### config.mk
export PLATFORM = sky130hd
export DESIGN_NAME = alu_rs
export DESIGN_NICKNAME = d
export VERILOG_FILES = /design/src/rtl/alu_rs_pkg.sv /design/src/rtl/rs_first_one.sv /design/src/rtl/alu_rs.sv
export SDC_FILE = /design/constraint.sdc
export NUM_CORES = 2
export LEC_CHECK = 0
export CAP_MARGIN = 20
export CORE_AREA = 2 2 382 384
export CTS_BUF_LIST = sky130_fd_sc_hd__clkbuf_4 sky130_fd_sc_hd__clkbuf_8 sky130_fd_sc_hd__clkbuf_16
export DETAILED_ROUTE_END_ITERATION = 16
export DIE_AREA = 0 0 384 386
export MAX_ROUTING_LAYER = met4
export PLACE_DENSITY = 0.6
export RECOVER_POWER = 50
export SLEW_MARGIN = 20
export SYNTH_ARGS = -nofsm -noshare
export SYNTH_HDL_FRONTEND = slang
export SYNTH_SLANG_ARGS = --single-unit
### constraint.sdc
create_clock -name clk -period 2.96 [get_ports clk]
set_clock_uncertainty 0.15 [all_clocks]
set_input_delay 0.444 -clock clk [delete_from_list [all_inputs] [get_ports clk]]
set_output_delay 0.444 -clock clk [all_outputs]
set_load 0.005 [all_outputs]
### src/rtl/alu_rs_pkg.sv
// Shared constants and types for the ALU reservation station.
// Holds the op/value/tag/PC widths, the op class codes carried in op[6:4],
// the operand and entry record layouts, and the broadcast snoop helper used
// by both dispatch bypass and wakeup.
package alu_rs_pkg;

    localparam int unsigned OP_WIDTH     = 7;
    localparam int unsigned VAL_WIDTH    = 32;
    localparam int unsigned ROB_ID_WIDTH = 4;
    localparam int unsigned ADDR_WIDTH   = 32;

    // Op class lives in op[6:4]; op[3:1] is funct, op[0] the variant bit.
    typedef enum logic [2:0] {
        OP_B_TYPE = 3'd1,
        OP_I_TYPE = 3'd2,
        OP_L_TYPE = 3'd3,
        OP_S_TYPE = 3'd4,
        OP_R_TYPE = 3'd5
    } op_class_e;

    typedef struct packed {
        logic                    rdy;
        logic [ROB_ID_WIDTH-1:0] tag;
        logic [VAL_WIDTH-1:0]    val;
    } operand_t;

    typedef struct packed {
        logic [OP_WIDTH-1:0]     op;
        operand_t                src1;
        operand_t                src2;
        logic [ROB_ID_WIDTH-1:0] dest;
        logic [ADDR_WIDTH-1:0]   pc;
    } rs_entry_t;

    // Capture a broadcast result into a waiting operand; ALU wins over LSB.
    function automatic operand_t snoop(
        input operand_t                opnd,
        input logic                    alu_ready,
        input logic [ROB_ID_WIDTH-1:0] alu_entry,
        input logic [VAL_WIDTH-1:0]    alu_val,
        input logic                    lsb_ready,
        input logic [ROB_ID_WIDTH-1:0] lsb_entry,
        input logic [VAL_WIDTH-1:0]    lsb_val
    );
        operand_t res;
        res = opnd;
        if (!opnd.rdy) begin
            if (alu_ready && (opnd.tag == alu_entry)) begin
                res.rdy = 1'b1;
                res.val = alu_val;
            end else if (lsb_ready && (opnd.tag == lsb_entry)) begin
                res.rdy = 1'b1;
                res.val = lsb_val;
            end
        end
        return res;
    endfunction

endpackage

### src/rtl/rs_first_one.sv
// Lowest-index priority encoder.
// Ports:
//   req_i   - request vector, bit i set when slot i qualifies
//   idx_o   - index of the lowest set bit (0 when none)
//   found_o - at least one bit of req_i is set
module rs_first_one #(
    parameter int unsigned Width = 8,
    localparam int unsigned IdxW = $clog2(Width)
) (
    input  logic [Width-1:0] req_i,
    output logic [IdxW-1:0]  idx_o,
    output logic             found_o
);

    // Scan high to low so the last hit written is the lowest index.
    always_comb begin
        idx_o   = '0;
        found_o = 1'b0;
        for (int i = Width - 1; i >= 0; i--) begin
            if (req_i[i]) begin
                idx_o   = IdxW'(i);
                found_o = 1'b1;
            end
        end
    end

endmodule

### src/rtl/alu_rs.sv
// ALU reservation station: buffers dispatched ALU/branch/address ops, wakes
// waiting operands from the ALU and LSB result broadcasts, and issues at most
// one ready op per cycle as a registered execute pulse.
// Ports:
//   clk, rst_in (async active-low), rdy_in (global enable), flush (sync clear)
//   disp_*      - dispatch request, op code, operands/tags, dest tag, PC
//   rs_full     - no free entry (from the registered occupancy count)
//   alu_*/lsb_* - result broadcasts snooped for wakeup and dispatch bypass
//   execute     - one-cycle issue pulse; op_type/val1/val2/entry/nowPC hold
//                 the last issued op
module alu_rs
    import alu_rs_pkg::*;
#(
    parameter int unsigned RS_SIZE = 8
) (
    input  logic                    clk,
    input  logic                    rst_in,
    input  logic                    rdy_in,
    input  logic                    flush,
    input  logic                    disp_valid,
    input  logic [OP_WIDTH-1:0]     disp_type,
    input  logic                    disp_q1_rdy,
    input  logic [VAL_WIDTH-1:0]    disp_v1,
    input  logic [ROB_ID_WIDTH-1:0] disp_q1,
    input  logic                    disp_q2_rdy,
    input  logic [VAL_WIDTH-1:0]    disp_v2,
    input  logic [ROB_ID_WIDTH-1:0] disp_q2,
    input  logic [ROB_ID_WIDTH-1:0] disp_entry,
    input  logic [ADDR_WIDTH-1:0]   disp_pc,
    output logic                    rs_full,
    input  logic                    alu_ready,
    input  logic [ROB_ID_WIDTH-1:0] alu_entry,
    input  logic [VAL_WIDTH-1:0]    alu_val,
    input  logic                    lsb_ready,
    input  logic [ROB_ID_WIDTH-1:0] lsb_entry,
    input  logic [VAL_WIDTH-1:0]    lsb_val,
    output logic                    execute,
    output logic [OP_WIDTH-1:0]     op_type,
    output logic [VAL_WIDTH-1:0]    val1,
    output logic [VAL_WIDTH-1:0]    val2,
    output logic [ROB_ID_WIDTH-1:0] entry,
    output logic [ADDR_WIDTH-1:0]   nowPC
);

    localparam int unsigned IdxW = $clog2(RS_SIZE);
    localparam int unsigned CntW = $clog2(RS_SIZE + 1);

    logic      [RS_SIZE-1:0] busy_q, busy_d;
    rs_entry_t [RS_SIZE-1:0] ent_q, ent_d;
    logic      [CntW-1:0]    count_q, count_d;

    logic                    exec_q, exec_d;
    logic [OP_WIDTH-1:0]     op_q, op_d;
    logic [VAL_WIDTH-1:0]    val1_q, val1_d;
    logic [VAL_WIDTH-1:0]    val2_q, val2_d;
    logic [ROB_ID_WIDTH-1:0] dest_q, dest_d;
    logic [ADDR_WIDTH-1:0]   pc_q, pc_d;

    logic [RS_SIZE-1:0] ready_vec;
    logic [IdxW-1:0]    free_idx, sel_idx;
    logic               free_found, sel_found;
    logic               accept, issue;
    rs_entry_t          new_ent;
    operand_t           disp_op1, disp_op2;

    assign rs_full = (count_q == CntW'(RS_SIZE));

    always_comb begin
        for (int i = 0; i < RS_SIZE; i++) begin
            ready_vec[i] = busy_q[i] && ent_q[i].src1.rdy && ent_q[i].src2.rdy;
        end
    end

    // Both searches look only at pre-edge state, so a slot freed by this
    // edge's issue is not reallocated until the next edge.
    rs_first_one #(.Width(RS_SIZE)) u_free_search (
        .req_i   (~busy_q),
        .idx_o   (free_idx),
        .found_o (free_found)
    );

    rs_first_one #(.Width(RS_SIZE)) u_ready_search (
        .req_i   (ready_vec),
        .idx_o   (sel_idx),
        .found_o (sel_found)
    );

    assign accept = rdy_in && !flush && disp_valid && !rs_full && free_found;
    assign issue  = rdy_in && !flush && sel_found;

    always_comb begin
        disp_op1.rdy = disp_q1_rdy;
        disp_op1.tag = disp_q1;
        disp_op1.val = disp_v1;
        disp_op2.rdy = disp_q2_rdy;
        disp_op2.tag = disp_q2;
        disp_op2.val = disp_v2;
        new_ent.op   = disp_type;
        new_ent.src1 = snoop(disp_op1, alu_ready, alu_entry, alu_val,
                             lsb_ready, lsb_entry, lsb_val);
        new_ent.src2 = snoop(disp_op2, alu_ready, alu_entry, alu_val,
                             lsb_ready, lsb_entry, lsb_val);
        new_ent.dest = disp_entry;
        new_ent.pc   = disp_pc;
    end

    always_comb begin
        busy_d  = busy_q;
        ent_d   = ent_q;
        count_d = count_q;
        exec_d  = exec_q;
        op_d    = op_q;
        val1_d  = val1_q;
        val2_d  = val2_q;
        dest_d  = dest_q;
        pc_d    = pc_q;

        if (rdy_in) begin
            if (flush) begin
                busy_d  = '0;
                count_d = '0;
                exec_d  = 1'b0;
            end else begin
                for (int i = 0; i < RS_SIZE; i++) begin
                    if (busy_q[i]) begin
                        ent_d[i].src1 = snoop(ent_q[i].src1, alu_ready, alu_entry, alu_val,
                                              lsb_ready, lsb_entry, lsb_val);
                        ent_d[i].src2 = snoop(ent_q[i].src2, alu_ready, alu_entry, alu_val,
                                              lsb_ready, lsb_entry, lsb_val);
                    end
                end

                exec_d = issue;
                if (issue) begin
                    busy_d[sel_idx] = 1'b0;
                    op_d            = ent_q[sel_idx].op;
                    val1_d          = ent_q[sel_idx].src1.val;
                    val2_d          = ent_q[sel_idx].src2.val;
                    dest_d          = ent_q[sel_idx].dest;
                    pc_d            = ent_q[sel_idx].pc;
                end

                // Free slot is never the issuing slot: one is busy, the other not.
                if (accept) begin
                    busy_d[free_idx] = 1'b1;
                    ent_d[free_idx]  = new_ent;
                end

                if (accept && !issue) begin
                    count_d = count_q + CntW'(1);
                end else if (!accept && issue) begin
                    count_d = count_q - CntW'(1);
                end
            end
        end
    end

    always_ff @(posedge clk or negedge rst_in) begin
        if (!rst_in) begin
            busy_q  <= '0;
            ent_q   <= '0;
            count_q <= '0;
            exec_q  <= 1'b0;
            op_q    <= '0;
            val1_q  <= '0;
            val2_q  <= '0;
            dest_q  <= '0;
            pc_q    <= '0;
        end else begin
            busy_q  <= busy_d;
            ent_q   <= ent_d;
            count_q <= count_d;
            exec_q  <= exec_d;
            op_q    <= op_d;
            val1_q  <= val1_d;
            val2_q  <= val2_d;
            dest_q  <= dest_d;
            pc_q    <= pc_d;
        end
    end

    assign execute = exec_q;
    assign op_type = op_q;
    assign val1    = val1_q;
    assign val2    = val2_q;
    assign entry   = dest_q;
    assign nowPC   = pc_q;

endmodule

==> results by group <==
Run status
  – Result of the run: complete, but fails checks
  – Failing checks: capacitance limit, slew limit

Worst setup path
  – Endpoint of the lowest-slack register-to-register path: val1[7]$_DFFE_PN0P_
  – Cells traversed along the worst timing path: buf_4, nand3_1, nand4_1, buf_4, buf_12, a21oi_1, a2111oi_0, buf_4, o31ai_1
  – Arrival time at the worst endpoint: 3.40 ns
  – Worst Path Class, Setup: flop to flop
  – Required time worst endpoint: 3.47 ns
  – Critical Path Slowest Stage Cell: a2111oi_0
  – Critical path buffer and inverter count: 4
  – Length in cells of the worst reg-to-reg path: 9
  – CP delay by family, top: buffers and inverters
  – Last element of the critical path: val1[7]$_DFFE_PN0P_
  – Crit path depth: 9
  – Largest fanout on the critical path: 18
  – Launching point of the worst reg2reg path: busy_q[0]$_DFFE_PN0P_
  – Critical Path Max Stage Delay: around 0.64 ns
  – Setup crit start kind: flop
  – Reg2Reg Setup Slack: 0.07 ns
  – CP Capture Type: flop
  – Crit-path most repeated cell: buf_4
  – Crit. Startpoint: busy_q[0]$_DFFE_PN0P_

Flow run
  – Max Cap Viol: 5

Synth
  – Synthesized netlist cell count: around 6.4k
  – Distinct cell type count after synthesis: 70
  – Biggest area consumer among synthesized cells: dfrtp_1
  – Synthesized-area fraction occupied by xor and xnor cells: 2.17%
  – Synthesis warning total: 0
  – Compound-Gate Fraction of Synth Area: 21.2%
  – Mapped Area: 57,400 µm²
  – Leading post-synthesis cells by instance count: 1,313 x nand2_1, 1,056 x dfrtp_1, 570 x clkbuf_1
  – Fraction of synthesized area in multiplexers: roughly 6.4%
  – Dominant combinational cell family by area after synthesis: compound AO/OA/AOI/OAI gates
  – Syn avg cell area: approximately 9.0 µm²
  – Leading cell types by total area after synthesis: dfrtp_1 46%, nand2_1 8.6%, a221oi_1 5.8%, mux2i_1 4.9%, nor3_1 4.0%
  – Portion of the post-synthesis area used by sequential elements: 46.1%
  – Most instantiated library cell after synthesis: nand2_1
  – Async SR Flop Fraction: 100%
  – Net Count, Synth: between 6k and 7k
  – Share of synthesized cell area in full adder, half adder and majority cells: less than 1%
  – Most used flip-flop cell after synthesis: dfrtp_1
  – Area share of the largest cell type after synthesis: 46.1%
  – Fraction of the mapped netlist area in simple logic gates: 18.3%
  – Number of enable-type register cells in the synthesized netlist: 0
  – FF+latch count, synth: about 1.1k

Drt
  – DR vias/cell: 6.43
  – Detailed-route via count: 56.0k
  – Residual DRC: 0
  – Total detailed-routing wirelength: between 200 and 300 mm
  – Antenna-violating nets left: 0
  – WL per Instance: 29.1 µm
  – Starting DRT DRC Count: 7,357
  – Number of detailed-routing iterations run before antenna repair: 7

Clock tree
  – Root Driver: clkbuf_16
  – CTS tree: built
  – Clock Path Buffers: 3
  – Num CTS Buffers: 117
  – Clock slew seen by the registers of the worst setup and hold paths: 0.06 ns
  – Clock insertion delay at the later pin of the skew report: 0.80 ns
  – H-tree levels: 3
  – Number of sinks driven by the clock tree: 1,056

Pwr
  – Total Power Consumption: 45,100 µW
  – Highest ir drop seen on vdd: 638 µV
  – Power density normalized to cell area: 628 nW/µm²
  – Static Leak: 0.0311 µW

Finish
  – Final-stage net count: 6,890
  – Final standard cell count with taps included and fillers excluded: 8,714
  – Fraction of layout cells with a size suffix above 1: 15.2%
  – Layout overhead on the synthesized area: 25.2%
  – Filler cells: between 10k and 15k
  – Utilization after layout: 49.7%

Die
  – Starting utilization of the core area: roughly two fifths
  – Die X: 384 µm
  – Vert. Die Dim: 386 µm
  – Count of boundary I/O pins: 305
  – Total number of placement rows: 140
  – Die Footprint: 148,000 µm²
  – Core Region: roughly 140,000 µm²

Min path
  – Worst hold path type: input port to flop
  – Hold path depth: 3

Timing
  – Final Critical Period: 2.89 ns
  – Peak Freq: 346 MHz
  – Min Hold Slack: 0.258 ns
  – Count of final max-slew check failures: 424
  – Actual slew at the worst max-slew pin: 1.97 ns
  – Setup Total Neg Slack: 0 ns
  – Relative slew margins: -31.6%
  – Final hold violation count: 0
  – Final setup violation count: 0
  – Share of the clock period used by the worst path after layout: 97.5%
  – RSZ-0062 raised after global routing: false

Place
  – HPWL Detailed: 164 mm
  – # port buffers: just over 300
  – Gpl congestion: 0.946
  – Placed cell count: 8,478

Global routing
  – Overall overflow remaining after global route: 0
  – Global-route wire length before repair: 369 mm
  – Total Routing Usage GR: 34.5%
  – Antenna violations before repair: 10
  – Number of global-route vias before repair: roughly 54k
  – Maximum number of pins on one net before global-route repair: 128
## registers in the layout (all words and copies together), names as in the netlist
name / flops
execute: 1
count_q: 4
val2: 32
busy_q: 8
nowPC: 32
ent_q: 936
op_type: 7
entry: 4
val1: 32
## layer usage
metal	global-route usage, %	share of wire (%)	vias up
li1	-	-	23900
met1	45.6	40	27600
met2	49.7	43	3729
met3	8.57	12	781
met4	15.3	5.1	0
met5	-	0	-
## worst register-to-register path, stage by stage, from the launching register on
cell and delay [ns]:
dfrtp_1 0.34, buf_4 0.21, nand3_1 0.30, nand4_1 0.22, buf_4 0.25, buf_12 0.27, a21oi_1 0.09, a2111oi_0 0.64
buf_4 0.22, o31ai_1 0.06
## worst min path at each step
stage | start | to
5_1_grt | disp_pc[2] | ent_q[119]$_DFFE_PN0P_
3_5_place_dp | rst_in | ent_q[880]$_DFFE_PN0P_
2_1_floorplan | rst_in | busy_q[0]$_DFFE_PN0P_
4_1_cts | disp_pc[2] | ent_q[704]$_DFFE_PN0P_
6_report | disp_pc[2] | ent_q[704]$_DFFE_PN0P_
3_3_place_gp | rst_in | ent_q[880]$_DFFE_PN0P_
## cell families (layout without fill, tap and decap cells)
logic type	count (synthesis)	after routing
xor+xnor	142	142
compound gates	1625	1625
simple gates	2358	2358
mux	358	358
buf+inv	834	1244
other cells	0	11
fa+ha+maj	3	3
flops	1056	1056
## power breakdown
group	total, µW	switching (µW)	internal, µW
clock network	15200	6440	8770
logic	10900	5670	5220
registers	19000	1940	17100
## cells in the final DEF, fill, tap and decap left out, types with 59 or more instances in the layout
cell	Yosys	routed
a211oi_1	182	181
buf_12	0	221
nand2_1	1313	1308
clkbuf_16	0	118
o21ai_0	84	82
inv_1	78	77
clkdlybuf4s50_1	0	257
a21oi_1	225	218
o22ai_1	137	137
o31ai_1	88	88
o21a_1	123	115
dfrtp_1	1056	1056
nor2b_1	60	59
xnor2_1	67	67
a2111oi_0	87	86
xor2_1	75	75
buf_4	8	397
nand3_1	149	147
mux2_2	77	77
mux2i_1	281	281
a22oi_1	84	83
and3_1	100	94
nor2_1	116	104
a221oi_1	383	382
nor3_1	460	458
## per-stage QoR
stage	setup slack [ns]	area [µm²]
finish	0.0728	71800
global route	0.00980	71800
floorplan	0.167	57400
global placement	-0.865	67900
detailed placement	-0.839	67900
CTS	0.0525	71900
## layout make-up
type / count / area [µm²] / share of cell area (%)
inverter: 78 / 293 / 0.408
tap: 1917 / 2400 / 3.34
clock inverter: 27 / 287 / 0.399
antenna: 11 / 27.5 / 0.0383
timing repair buffer: 952 / 10600 / 14.8
multi-input combinational: 4486 / 28100 / 39.1
clock buffer: 187 / 3690 / 5.14
sequential: 1056 / 26400 / 36.8
## what timing repair did
| action | 4_1_cts | 5_1_grt |
|---|---|---|
| pin swaps | 2 | 5 |
| hold buffers | 2 | 0 |
| endpoints found under the setup margin | 10 | 160 |
| buffers inserted | 5 | 4 |
| cloned | 0 | 0 |
| gates resized for setup | 4 | 8 |
| hold endpoints to repair | 689 | 0 |
Note: power is estimated with default switching activity, not from simulation.
